## config.mk

```make
export PLATFORM = sky130hd
export DESIGN_NAME = sub_16bit_seq
export DESIGN_NICKNAME = d
export VERILOG_FILES = /design/src/rtl/sub_pkg.sv /design/src/rtl/sub_digit.sv /design/src/rtl/sub_16bit_seq.sv
export SDC_FILE = /design/constraint.sdc
export NUM_CORES = 1
export LEC_CHECK = 0
export BUFFER_PORTS_ARGS = -buffer_cell sky130_fd_sc_hd__buf_2
export CAP_MARGIN = 10
export CORE_MARGIN = 2
export CORE_UTILIZATION = 45
export DETAILED_ROUTE_END_ITERATION = 7
export HOLD_SLACK_MARGIN = 0.15
export PLACE_DENSITY = 0.68
export SLEW_MARGIN = 20
export SYNTH_ARGS = -nofsm -noshare
export SYNTH_HDL_FRONTEND = slang
export SYNTH_SLANG_ARGS = --single-unit
```

## constraint.sdc

```tcl
create_clock -name clk -period 3.1 [get_ports clk]
set_input_delay 0.62 -clock clk [delete_from_list [all_inputs] [get_ports clk]]
set_output_delay 0.62 -clock clk [all_outputs]
set_load 0.02 [all_outputs]
```

## src/rtl/sub_pkg.sv

```systemverilog
// Shared definitions for the sequential subtractor: FSM encoding, default slice
// width and a helper to size the slice counter.
package sub_pkg;

    typedef enum logic [1:0] {
        IDLE = 2'd0,
        CALC = 2'd1,
        DONE = 2'd2
    } state_t;

    localparam int DIGIT_DEF = 4;

    // A single slice still needs a one-bit counter so the vector is never zero-width.
    function automatic int cnt_width(input int nslice);
        if (nslice <= 1) begin
            return 1;
        end else begin
            return $clog2(nslice);
        end
    endfunction

endpackage

```

## src/rtl/sub_digit.sv

```systemverilog
// Combinational DIGIT-bit slice subtractor: y = a - b - bin, bo = 1 iff a < b + bin.
module sub_digit #(
    parameter int DIGIT = 4
) (
    input  logic [DIGIT-1:0] a,
    input  logic [DIGIT-1:0] b,
    input  logic             bin,
    output logic [DIGIT-1:0] y,
    output logic             bo
);

    logic [DIGIT:0] diff_s;

    // One extra bit holds the sign of the difference, which is exactly the borrow out.
    always_comb begin
        diff_s = {1'b0, a} - {1'b0, b} - {{DIGIT{1'b0}}, bin};
    end

    assign y  = diff_s[DIGIT-1:0];
    assign bo = diff_s[DIGIT];

endmodule

```

## src/rtl/sub_16bit_seq.sv

```systemverilog
// Sequential unsigned subtractor: y = a - b - Bin (mod 2^WIDTH), one DIGIT-bit
// slice per clock through a single sub_digit, with valid/ready on both sides.
module sub_16bit_seq
    import sub_pkg::*;
#(
    parameter int WIDTH = 16,
    parameter int DIGIT = DIGIT_DEF
) (
    input  logic             clk,
    input  logic             rst,
    input  logic             in_valid,
    output logic             in_ready,
    input  logic [WIDTH-1:0] a,
    input  logic [WIDTH-1:0] b,
    input  logic             Bin,
    output logic             out_valid,
    input  logic             out_ready,
    output logic [WIDTH-1:0] y,
    output logic             Bo
);

    localparam int NSLICE = WIDTH / DIGIT;
    localparam int CNT_W  = cnt_width(NSLICE);
    localparam logic [CNT_W-1:0] LAST_CNT = CNT_W'(NSLICE - 1);

    state_t             state_r;
    logic [CNT_W-1:0]   cnt_r;
    logic [WIDTH-1:0]   a_r;
    logic [WIDTH-1:0]   b_r;
    logic [WIDTH-1:0]   y_r;
    logic               borrow_r;
    logic               bo_r;
    logic               out_valid_r;

    logic [DIGIT-1:0]   slice_y_s;
    logic               slice_bo_s;
    logic               accept_s;

    // Operand regs shift right each cycle, so the active slice is always the low DIGIT bits.
    sub_digit #(.DIGIT(DIGIT)) u_slice (
        .a   (a_r[DIGIT-1:0]),
        .b   (b_r[DIGIT-1:0]),
        .bin (borrow_r),
        .y   (slice_y_s),
        .bo  (slice_bo_s)
    );

    assign in_ready  = (state_r == IDLE) | ((state_r == DONE) & out_ready);
    assign accept_s  = in_valid & in_ready;
    assign out_valid = out_valid_r;
    assign y         = y_r;
    assign Bo        = bo_r;

    // FSM, slice counter, operand shifting and result assembly.
    always_ff @(posedge clk or posedge rst) begin
        if (rst) begin
            state_r     <= IDLE;
            cnt_r       <= '0;
            a_r         <= '0;
            b_r         <= '0;
            y_r         <= '0;
            borrow_r    <= 1'b0;
            bo_r        <= 1'b0;
            out_valid_r <= 1'b0;
        end else if (accept_s) begin
            // Covers both a fresh start from IDLE and a back-to-back retire+accept in DONE.
            state_r     <= CALC;
            cnt_r       <= '0;
            a_r         <= a;
            b_r         <= b;
            y_r         <= '0;
            borrow_r    <= Bin;
            bo_r        <= 1'b0;
            out_valid_r <= 1'b0;
        end else begin
            case (state_r)
                CALC: begin
                    y_r[int'(cnt_r) * DIGIT +: DIGIT] <= slice_y_s;
                    borrow_r <= slice_bo_s;
                    a_r      <= a_r >> DIGIT;
                    b_r      <= b_r >> DIGIT;
                    cnt_r    <= cnt_r + 1'b1;
                    if (cnt_r == LAST_CNT) begin
                        state_r     <= DONE;
                        bo_r        <= slice_bo_s;
                        out_valid_r <= 1'b1;
                    end
                end
                DONE: begin
                    if (out_ready) begin
                        state_r     <= IDLE;
                        out_valid_r <= 1'b0;
                    end
                end
                default: begin
                    state_r     <= IDLE;
                    out_valid_r <= 1'b0;
                end
            endcase
        end
    end

endmodule

```

# Word-level counts from Yosys, hierarchy flattened
# Cells that the tools add are included.
[word_totals] output_inout_bits=19 register_bits=55 input_bits=37 word_cells=49
[classes] n_shift=2 n_addsub=4 n_eq_ne=5 muxes=22 bitwise_logic=3 reduce_logical=5
[ops] cell="$mux 16" n=6
[ops] cell="$neg 4->33" n=1
[ops] cell="$shift 4x33->16 const A" n=1
[ops] cell="$shiftx 4x33->16" n=1
[ops] cell="$bwmux 16" n=1
[ops] cell="$mux 2" n=5
[ops] cell="$mux 1" n=8
[ops] cell="$ne 3x3->1 const B" n=2
[ops] cell="$sub 4x4->5" n=1
[ops] cell="$sub 5x1->5" n=1
[ops] cell="$eq 2x2->1 const B" n=2
[ops] cell="$pmux 2 s2" n=1
[ops] cell="$reduce_and 2->1" n=2
[ops] cell="$reduce_bool 2->1" n=2
[ops] cell="$add 2x1->2 const B" n=1
[ops] cell="$and 1x1->1" n=2
[ops] cell="$eq 2x1->1 const B" n=1
[ops] cell="$logic_not 2->1" n=1
[ops] cell="$pmux 1 s2" n=1
[ops] cell="$or 1x1->1" n=1

# Logic depth before layout (Yosys ltp)
# Gate-level depths: netlist of run 1.
[logic_depth] ltp_word=6 mapped_depth=7 depth_no_buf=7

# Cells and area by module
# From an unflattened synthesis of run 1, not the netlist that was laid out.
[unflattened] cells_unflattened=233 hier_area_um2=2623.8
[by_module_without_submodules] mod="sub_16bit_seq" cells_each=209 instances=1 area_each_um2=2416.1
[by_module_without_submodules] mod="sub_digit" cells_each=24 instances=1 area_each_um2=207.7

# Worst setup path before layout of run 1
# Ideal clock, no wire load.
[synth_path] kind="in2out" start="input port out_ready" end="output port in_ready" arrival_time_ns=1.439 path_stages=4 slack_ns=1.041 cell_sequence="nand2b_1 -> buf_2 -> buf_2 -> nor2b_1"
[synth_via] elab_chain_cells=2
[synth_lines] element="from (decl)" line_no="sub_16bit_seq.sv:17" text="input logic out_ready,"
[synth_lines] element="$and 1x1->1" line_no="sub_16bit_seq.sv:48" text="assign in_ready = (state_r == IDLE) | ((state_r == DONE) & out_ready);"
[synth_lines] element="$or 1x1->1" line_no="sub_16bit_seq.sv:48"
[synth_lines] element="to (decl)" line_no="sub_16bit_seq.sv:12" text="output logic in_ready,"
# Every way passes these cells.

==> run summary, run 1 <==
• **run status** finished clean
• **post-route setup slack** 442 ps
• **synthesized area per cell** 10.9 um^2
• **category of the worst setup path capture point** primary output
• **WP data arrival** 2040 ps
• **Final HPWL DP** 4270 um
• **Total Negative Setup Slacks** 0 ps
• **sequential share of the synthesized area** 49.3%
• **worst r2r src** out_valid
• **Worst VDD drop** 408 uV
• **critical path start-end classification** reg -> out
• **later-pin clock latency in the skew report** 310 ps
• **post-synth top area cell** sky130_fd_sc_hd__dfrtp_1
• **Worst slew margin** 47.5%
• **commonest cells after routing, fill and taps aside** sky130_fd_sc_hd__buf_2 (55), sky130_fd_sc_hd__dfrtp_1 (54), sky130_fd_sc_hd__inv_1 (16), sky130_fd_sc_hd__and3_1 (16), sky130_fd_sc_hd__a221o_1 (15)
• **worst slack, placed** 612 ps
• **Antenna Diode Count** 0
• **drt total wl** 6040 um
• **htree depth** 2
• **Hold/Removal Path Class** in -> async
• **Final Wtd Congestion** 0.810
• **reg-to-reg slack, setup** 750 ps
• **height of the chip** 82.1 um
• **antenna-violating nets left** 0
• **wire length of the first global-routing pass** 9710 um
• **vias post-DR** 2,143
• **post-layout instance count excluding filler cells** 374
• **pin count of the biggest net entering global routing** 55
• **Critical Path, Cell by Cell** nand2b_1 -> nor2b_1 -> buf_2
• **synthesized area** 2740 um^2
• **number of standard cells after synthesis** 251
• **number of distinct standard cells referenced by the synthesized netlist** 42
• **total congestion overflow after global routing** 0
• **max_cap viols** 0
• **CTS Sinks** 54
• **clock-pin slew reported for the worst setup and hold paths after clock tree synthesis** 100 ps
• **CP max stage cell** sky130_fd_sc_hd__dfrtp_1
• **destination of the worst register-to-register timing path** a_r[8]
• **post-DR wirelength/cell** 16.1 um
• **critical path's largest stage delay** 720 ps
• **via density per instance** 5.73
• **Power Dens Cells** 1040 nW/um^2
• **first-iteration detailed-routing DRC count** 97
• **initial antenna violation count** 0
• **final critical path time including I/O delays and setup** 2660 ps
• **worst-case clock skew** 8.99 ps
• **ratio of final minimum period to clock period** 85.7%
• **crit start category** register
• **CTS root buffer** sky130_fd_sc_hd__clkbuf_8
• **maximum clock frequency** 376 MHz
• **chip width** 82.1 um
• **Setup Viol. Count Final** 0
• **Final Cell Area** 3160 um^2
• **effective utilization at floorplan** 46.3%
• **cts repair resizes** 0
• **minimum hold slack** 475 ps
• **most common library cell in the layout ignoring fill and taps** sky130_fd_sc_hd__buf_2
• **1st-pass router iterations** 4
• **Final Max Slew Viols** 0
• **maximum clock path buffer count** 2
• **number of warnings reported in the yosys synthesis log** 0
• **net count of the finished layout** 347
• **unrepaired setup endpoints after global routing** false
• **critical-path maximum fanout** 19
• **number of placed cells counting well taps** 366
• **Layout Area Growth over Synthesis** 15.3%
• **DRC violation count after routing** 0
• **die footprint** 6740 um^2
• **via count of the first global-routing pass** 1,999
• **top-level I/O count** 56
• **Yosys top cell area share** 49.3%
• **cell area after placement** 3050 um^2
• **Fill cells** 553
• **FP Rows** 28
• **number of buffers added on ports** 55
• **number of storage elements in the synthesis netlist** 54
• **critical path required time** 2480 ps
• **clock tree from TritonCTS** yes
• **share of final-layout standard cells stronger than drive strength 1** 25.4%
• **ranking of synthesized cells by area** sky130_fd_sc_hd__dfrtp_1 (49%), sky130_fd_sc_hd__a221o_1 (5.5%), sky130_fd_sc_hd__ha_1 (4.6%)
• **core area** 5920 um^2
• **transition time at the pin with the least slew margin** 787 ps
• **number of buffers added to fix hold violations after cts** 0
• **Post-CTS Setup Inserts** 0
• **total count of hold-check failures in the final report** 0
• **nets in the synthesized netlist** 300
• **Static Leak** 0.00158 uW
• **All-Layer GR Usage** 18.7%
• **cell depth of the worst flop-to-flop path** 3
• **CTS buffer count** 5
worst max-delay path by stage:
stage,start,end,slack [ps],cells past startpoint
6_report,out_valid,in_ready,440,3
5_1_grt,out_valid,in_ready,320,3
4_1_cts,out_valid,in_ready,480,3
3_5_place_dp,in_valid,b_r[15],610,4
3_3_place_gp,in_valid,a_r[12],690,4
2_1_floorplan,out_ready,in_ready,1040,4
critical path, delay by kind of cell, from the launching register on:
family | cells | cell delay [ps]
flops | 1 | 720
buf+inv | 1 | 170
simple gates | 2 | 830
sequential cells by signal, summed over array words and instances, names as in the netlist:
register   count
cnt_r          2
borrow_r       1
out_valid      1
Bo             1
y             16
a_r           16
state_r        1
b_r           16
where the power goes:
part | internal (uW) | leakage (uW) | switching [uW]
logic | 684 | 0.000814 | 981
clock network | 238 | 0.0000579 | 231
registers | 962 | 0.000707 | 208
total | 1880 | 0.00158 | 1420
cells in the mapped netlist (all sizes together):
cell type and n:
dfrtp 54, inv 17, and3 16, a221o 15
nand2 14, nand3 14, o21ai 13, buf 12
o31ai 11, ha 10, mux2i 8, clkbuf 7
a22o 6, o2bb2ai 6, a32oi 5, o211ai 5
o21a 5, nand2b 4, a21oi 3, nand3b 3
nor2b 3, fa 2, nor2 2, a2111o 1
a2111oi 1, a21bo 1, a221oi 1, a22oi 1
a31oi 1, and2 1, and4 1, and4bb 1
nor4b 1, o21bai 1, o22ai 1, or3b 1
or4b 1, xnor2 1, xor2 1
metal layers:
layer,up-vias,share of wire [%],GRT usage (%)
li1,1033,-,-
met1,1048,48,26.1
met2,60,47,30.5
met3,2,4.8,3.85
met4,0,0.33,3.50
met5,-,0,0
stage by stage:
stage / utilization, % / total power [uW]
final: 53.4 / 3300
after global routing: 53.4 / 3580
after global placement: 51.6 / 2810
after detailed placement: 51.6 / 2860
after CTS: 53.4 / 3340
after floorplan: - / 2440
cell families after synthesis:
family / count (synthesis) / share of synthesized area (%)
buffers and inverters: 36 / 5.70
DFF: 54 / 49.3
and+or+nand+nor: 62 / 12.9
xor gates and xnor gates: 2 / 0.639
adders and majority gates: 12 / 6.02
muxes: 8 / 2.92
AOI/OAI and AO/OA: 77 / 22.5
cell type report:
cell class	count	area, um^2	area share (%)
flip-flops and latches	54	1350	42.7
clock inverters	3	40.0	1.27
inverters	17	63.8	2.02
multi-input cells	161	1240	39.2
clock buffers	5	68.8	2.18
well taps	75	93.8	2.97
repair buffers	59	305	9.65
Power figures use the tool's default switching activity.
==> run 2: changes to the inputs <==
--- a/config.mk
+++ b/config.mk
@@ -8,10 +8,9 @@
 export BUFFER_PORTS_ARGS = -buffer_cell sky130_fd_sc_hd__buf_2
 export CAP_MARGIN = 10
 export CORE_MARGIN = 2
-export CORE_UTILIZATION = 45
+export CORE_UTILIZATION = 39
 export DETAILED_ROUTE_END_ITERATION = 7
 export HOLD_SLACK_MARGIN = 0.15
-export PLACE_DENSITY = 0.68
 export SLEW_MARGIN = 20
 export SYNTH_ARGS = -nofsm -noshare
 export SYNTH_HDL_FRONTEND = slang
==> run 2 against run 1 <==
Against the previous run: utilization decreased by 6.7 points; non-clock buffer count increased by 2; worst setup slack better by 220 ps; combinational power about the same; sequential power about the same; design area grew 0.40%; count of clock-buffer cells in the layout grew 1; final cell count increased by 5.9%; clock skew down 4.2 ps; critical path type unchanged.
==> run summary, run 2 (same netlist as run 1, synthesis figures left out) <==
• **run status** finished clean
• **top-level I/O count** 56
• **number of placed cells counting well taps** 389
• **DRC violation count after routing** 0
• **Worst slew margin** 47.1%
• **CTS Sinks** 54
• **All-Layer GR Usage** 17.5%
• **die footprint** 7720 um^2
• **Antenna Diode Count** 0
• **critical path start-end classification** reg -> out
• **ratio of final minimum period to clock period** 78.6%
• **core area** 6790 um^2
• **total power** 3210 uW
• **net count of the finished layout** 349
• **total count of hold-check failures in the final report** 0
• **Total Negative Setup Slacks** 0 ps
• **chip width** 87.9 um
• **Power Dens Cells** 1010 nW/um^2
• **Final Max Slew Viols** 0
• **CTS root buffer** sky130_fd_sc_hd__clkbuf_8
• **pin count of the biggest net entering global routing** 33
• **Final Wtd Congestion** 0.802
• **share of final-layout standard cells stronger than drive strength 1** 25.3%
• **most common library cell in the layout ignoring fill and taps** sky130_fd_sc_hd__buf_2
• **htree depth** 2
• **via density per instance** 5.41
• **antenna-violating nets left** 0
• **Layout Area Growth over Synthesis** 15.8%
• **unrepaired setup endpoints after global routing** false
• **clock-pin slew reported for the worst setup and hold paths after clock tree synthesis** 90 ps
• **clock tree from TritonCTS** yes
• **Hold/Removal Path Class** in -> async
• **number of buffers added to fix hold violations after cts** 0
• **transition time at the pin with the least slew margin** 794 ps
• **Worst VDD drop** 324 uV
• **drt total wl** 6260 um
• **height of the chip** 87.9 um
• **maximum clock path buffer count** 2
• **final critical path time including I/O delays and setup** 2440 ps
• **critical-path maximum fanout** 19
• **CTS buffer count** 5
• **vias post-DR** 2,144
• **first-iteration detailed-routing DRC count** 63
• **number of buffers added on ports** 55
• **critical path required time** 2480 ps
• **later-pin clock latency in the skew report** 300 ps
• **max_cap viols** 0
• **effective utilization at floorplan** 40.4%
• **worst-case clock skew** 4.80 ps
• **Static Leak** 0.00157 uW
• **1st-pass router iterations** 5
• **Setup Viol. Count Final** 0
• **post-layout instance count excluding filler cells** 396
• **cts repair resizes** 0
• **cell area after placement** 3100 um^2
• **via count of the first global-routing pass** 2,170
• **FP Rows** 30
• **crit start category** register
• **WP data arrival** 1820 ps
• **category of the worst setup path capture point** primary output
• **maximum clock frequency** 410 MHz
• **Final Cell Area** 3180 um^2
• **total congestion overflow after global routing** 0
• **Final HPWL DP** 4630 um
• **wire length of the first global-routing pass** 10,600 um
• **post-DR wirelength/cell** 15.8 um
• **cell depth of the worst flop-to-flop path** 4
• **Post-CTS Setup Inserts** 0
• **initial antenna violation count** 0
• **commonest cells after routing, fill and taps aside** sky130_fd_sc_hd__buf_2 (55), sky130_fd_sc_hd__dfrtp_1 (54), sky130_fd_sc_hd__inv_1 (16), sky130_fd_sc_hd__and3_1 (16), sky130_fd_sc_hd__a221o_1 (15)
-- run 2: routing by layer --
layer	track usage [%]	share of wire [%]	vias to the layer above	wire [um]
met4	5.45	1.3	0	80
met3	3.49	5.8	9	361
met2	29.3	47	64	2920
li1	-	-	1037	-
met5	0	0	-	0
met1	22.9	46	1034	2900
-- run 2: area by class of cell --
cell class / instances / area [um^2]
fill: 645 / 3620
sequential: 54 / 1350
multi-input combinational: 161 / 1240
timing repair buffer: 61 / 320
tap: 96 / 120
clock buffer: 6 / 72.6
inverter: 17 / 63.8
clock inverter: 1 / 7.51
-- run 2: where the power goes --
| part | leakage, uW | internal (uW) | total, uW | switching, uW |
|---|---|---|---|---|
| Combinational | 0.000823 | 687 | 1670 | 987 |
| Sequential | 0.000707 | 961 | 1160 | 200 |
| Clock | 0.0000373 | 156 | 377 | 221 |
-- run 2: final timing paths --
check,from,end,slack (ps)
setup / recovery,out_valid,in_ready,660
hold reg to reg,y[5],y[5],490
hold / removal,rst,out_valid,270
max in group asynchronous,rst,a_r[6],2230
setup reg to reg,out_valid,a_r[6],810
min in group clk,y[5],y[5],490
-- run 2: metrics by stage --
stage / worst slack [ps] / hold slack [ps] / util [%]
floorplan: 1040 / 461 / -
global placement: 752 / 472 / 45.6
detailed placement: 653 / 473 / 45.6
CTS: 672 / 278 / 46.7
global route: 558 / 305 / 46.7
finish: 663 / 272 / 46.7
-- run 2: critical path, cell delays in order (launching register included) --
cell	delay [ps]
sky130_fd_sc_hd__dfrtp_1	720
sky130_fd_sc_hd__nand2b_1	380
sky130_fd_sc_hd__nor2b_1	240
sky130_fd_sc_hd__buf_2	170
==> run 3: changes to the inputs <==
==> constraint.sdc (replaced) <==
create_clock -name clk -period 2.5 [get_ports clk]
set_input_delay 0.5 -clock clk [delete_from_list [all_inputs] [get_ports clk]]
set_output_delay 0.5 -clock clk [all_outputs]
set_load 0.02 [all_outputs]
==> run 3 against run 2 <==
Against the previous run: flip-flop and latch count stayed put; worst setup slack worse by 250 ps; largest cell class unchanged; count of clock-buffer cells in the layout stayed put; non-clock buffer count is 2 higher; via count is 0.79% higher; highest routed layer unchanged; total power is 25% higher; worst hold slack better by 120 ps; combinational power is 26% higher; sequential power is 22% higher; register-to-register slack worse by 390 ps.
==> run summary, run 3 (same netlist as run 1, synthesis figures left out) <==
• **1st-pass router iterations** 4
• **via density per instance** 5.42
• **wire length of the first global-routing pass** 10,400 um
• **transition time at the pin with the least slew margin** 713 ps
• **run status** finished clean
• **clock-pin slew reported for the worst setup and hold paths after clock tree synthesis** 90 ps
• **ratio of final minimum period to clock period** 83.3%
• **number of buffers added on ports** 55
• **final critical path time including I/O delays and setup** 2080 ps
• **Fill cells** 681
• **DRC violation count after routing** 0
• **chip width** 87.9 um
• **Power Dens Cells** 1250 nW/um^2
• **combined flip-flop and latch cell area** 1350 um^2
• **top layer used by detailed routing** met4
• **capture endpoint of the worst hold path** out_valid
• **post-DR wirelength/cell** 15.6 um
• **first-iteration detailed-routing DRC count** 74
• **Final Wtd Congestion** 0.830
• **CTS root buffer** sky130_fd_sc_hd__clkbuf_8
• **pin count of the biggest net entering global routing** 51
• **total count of hold-check failures in the final report** 0
• **effective utilization at floorplan** 40.4%
• **All-Layer GR Usage** 17.3%
• **drt total wl** 6230 um
• **via count of the first global-routing pass** 2,052
• **later-pin clock latency in the skew report** 300 ps
• **start point of the worst hold path** out_ready
• **Worst VDD drop** 430 uV
• **top-level I/O count** 56
• **die footprint** 7720 um^2
• **Hold Path Cell Cnt** 2
• **maximum clock frequency** 480 MHz
• **initial antenna violation count** 0
• **sum of met2 wire segment lengths after detailed routing** 2920 um
• **reg-to-reg slack, setup** 420 ps
• **unrepaired setup endpoints after global routing** false
• **clock tree from TritonCTS** yes
• **multi-input logic area** 1240 um^2
• **CTS Sinks** 54
• **critical-path maximum fanout** 9
• **Final HPWL DP** 4470 um
• **Layout Area Growth over Synthesis** 17.1%
• **Setup Viol. Count Final** 0
• **vias post-DR** 2,161
• **Total Negative Setup Slacks** 0 ps
• **Worst slew margin** 52.5%
• **net count of the finished layout** 351
• **htree depth** 2
• **antenna-violating nets left** 0
• **destination of the worst register-to-register timing path** y[8]
• **Antenna Diode Count** 0
• **WP data arrival** 2320 ps
• **sum of routed wire segments on met1** 2960 um
• **total congestion overflow after global routing** 0
• **core area** 6790 um^2
• **cell depth of the worst flop-to-flop path** 5
• **CTS buffer count** 5
• **Final Max Slew Viols** 0
• **Post-CTS Setup Inserts** 0
• **FP Rows** 30
• **crit start category** register
• **commonest cells after routing, fill and taps aside** sky130_fd_sc_hd__buf_2 (55), sky130_fd_sc_hd__dfrtp_1 (54), sky130_fd_sc_hd__inv_1 (16), sky130_fd_sc_hd__and3_1 (16), sky130_fd_sc_hd__a221o_1 (15)
• **category of the worst setup path capture point** register
• **share of final-layout standard cells stronger than drive strength 1** 25.7%
• **cts repair resizes** 0
• **minimum hold slack** 396 ps
• **most common library cell in the layout ignoring fill and taps** sky130_fd_sc_hd__buf_2
• **critical path start-end classification** reg -> reg
• **max_cap viols** 0
• **height of the chip** 87.9 um
• **critical path required time** 2740 ps
• **Hold/Removal Path Class** in -> reg
• **worst r2r src** cnt_r[0]
• **routed length on met3** 298 um
• **maximum clock path buffer count** 2
• **worst-case clock skew** 7.37 ps
• **Static Leak** 0.00159 uW
run 3: worst max-delay path by stage:
stage / endpoint / slack, ps / cells after the start / startpoint
after CTS: y[10] / 430 / 5 / cnt_r[0]
final: y[8] / 420 / 5 / cnt_r[0]
after detailed placement: y[8] / 460 / 5 / cnt_r[0]
after floorplan: in_ready / 600 / 5 / out_valid
after global placement: y[10] / 520 / 5 / cnt_r[0]
after global routing: y[15] / 320 / 6 / a_r[0]
run 3: worst max-delay path: stages, from the launching register on:
cell                        delay [ps]
sky130_fd_sc_hd__dfrtp_1           510
sky130_fd_sc_hd__inv_1             130
sky130_fd_sc_hd__ha_1              270
sky130_fd_sc_hd__or3b_4            390
sky130_fd_sc_hd__a2111oi_2         500
sky130_fd_sc_hd__a22o_1            210
run 3: layout make-up:
cell class | count | share of cell area (%)
clock buffer | 6 | 2.26
timing repair buffer | 63 | 10.9
multi-input combinational | 161 | 38.6
sequential | 54 | 42.1
inverter | 17 | 1.99
tap | 96 | 3.74
clock inverter | 2 | 0.429
run 3: layer usage:
metal / track usage (%) / vias to the layer above
met4: 3.22 / 0
met3: 3.58 / 4
met2: 28.2 / 61
met5: 0 / -
li1: - / 1037
met1: 24.1 / 1059
run 3: through the flow:
stage	area, um^2	cells	utilization [%]	total power (uW)	setup WS, ps
CTS	3210	399	47.3	4050	435
detailed placement	3120	390	45.9	3570	456
floorplan	2740	251	-	3020	601
global route	3210	399	47.3	4390	325
global placement	3120	390	45.9	3520	519
finish	3210	399	47.3	4010	416
run 3: repair_timing:
action                                 4_1_cts  5_1_grt
setup endpoints to repair                    0        0
hold buffers                                 1        0
endpoints found under the hold margin        4        0
run 3: report_power, final:
group | switching [uW] | internal [uW]
clock | 275 | 198
sequential | 230 | 1190
combinational | 1240 | 874
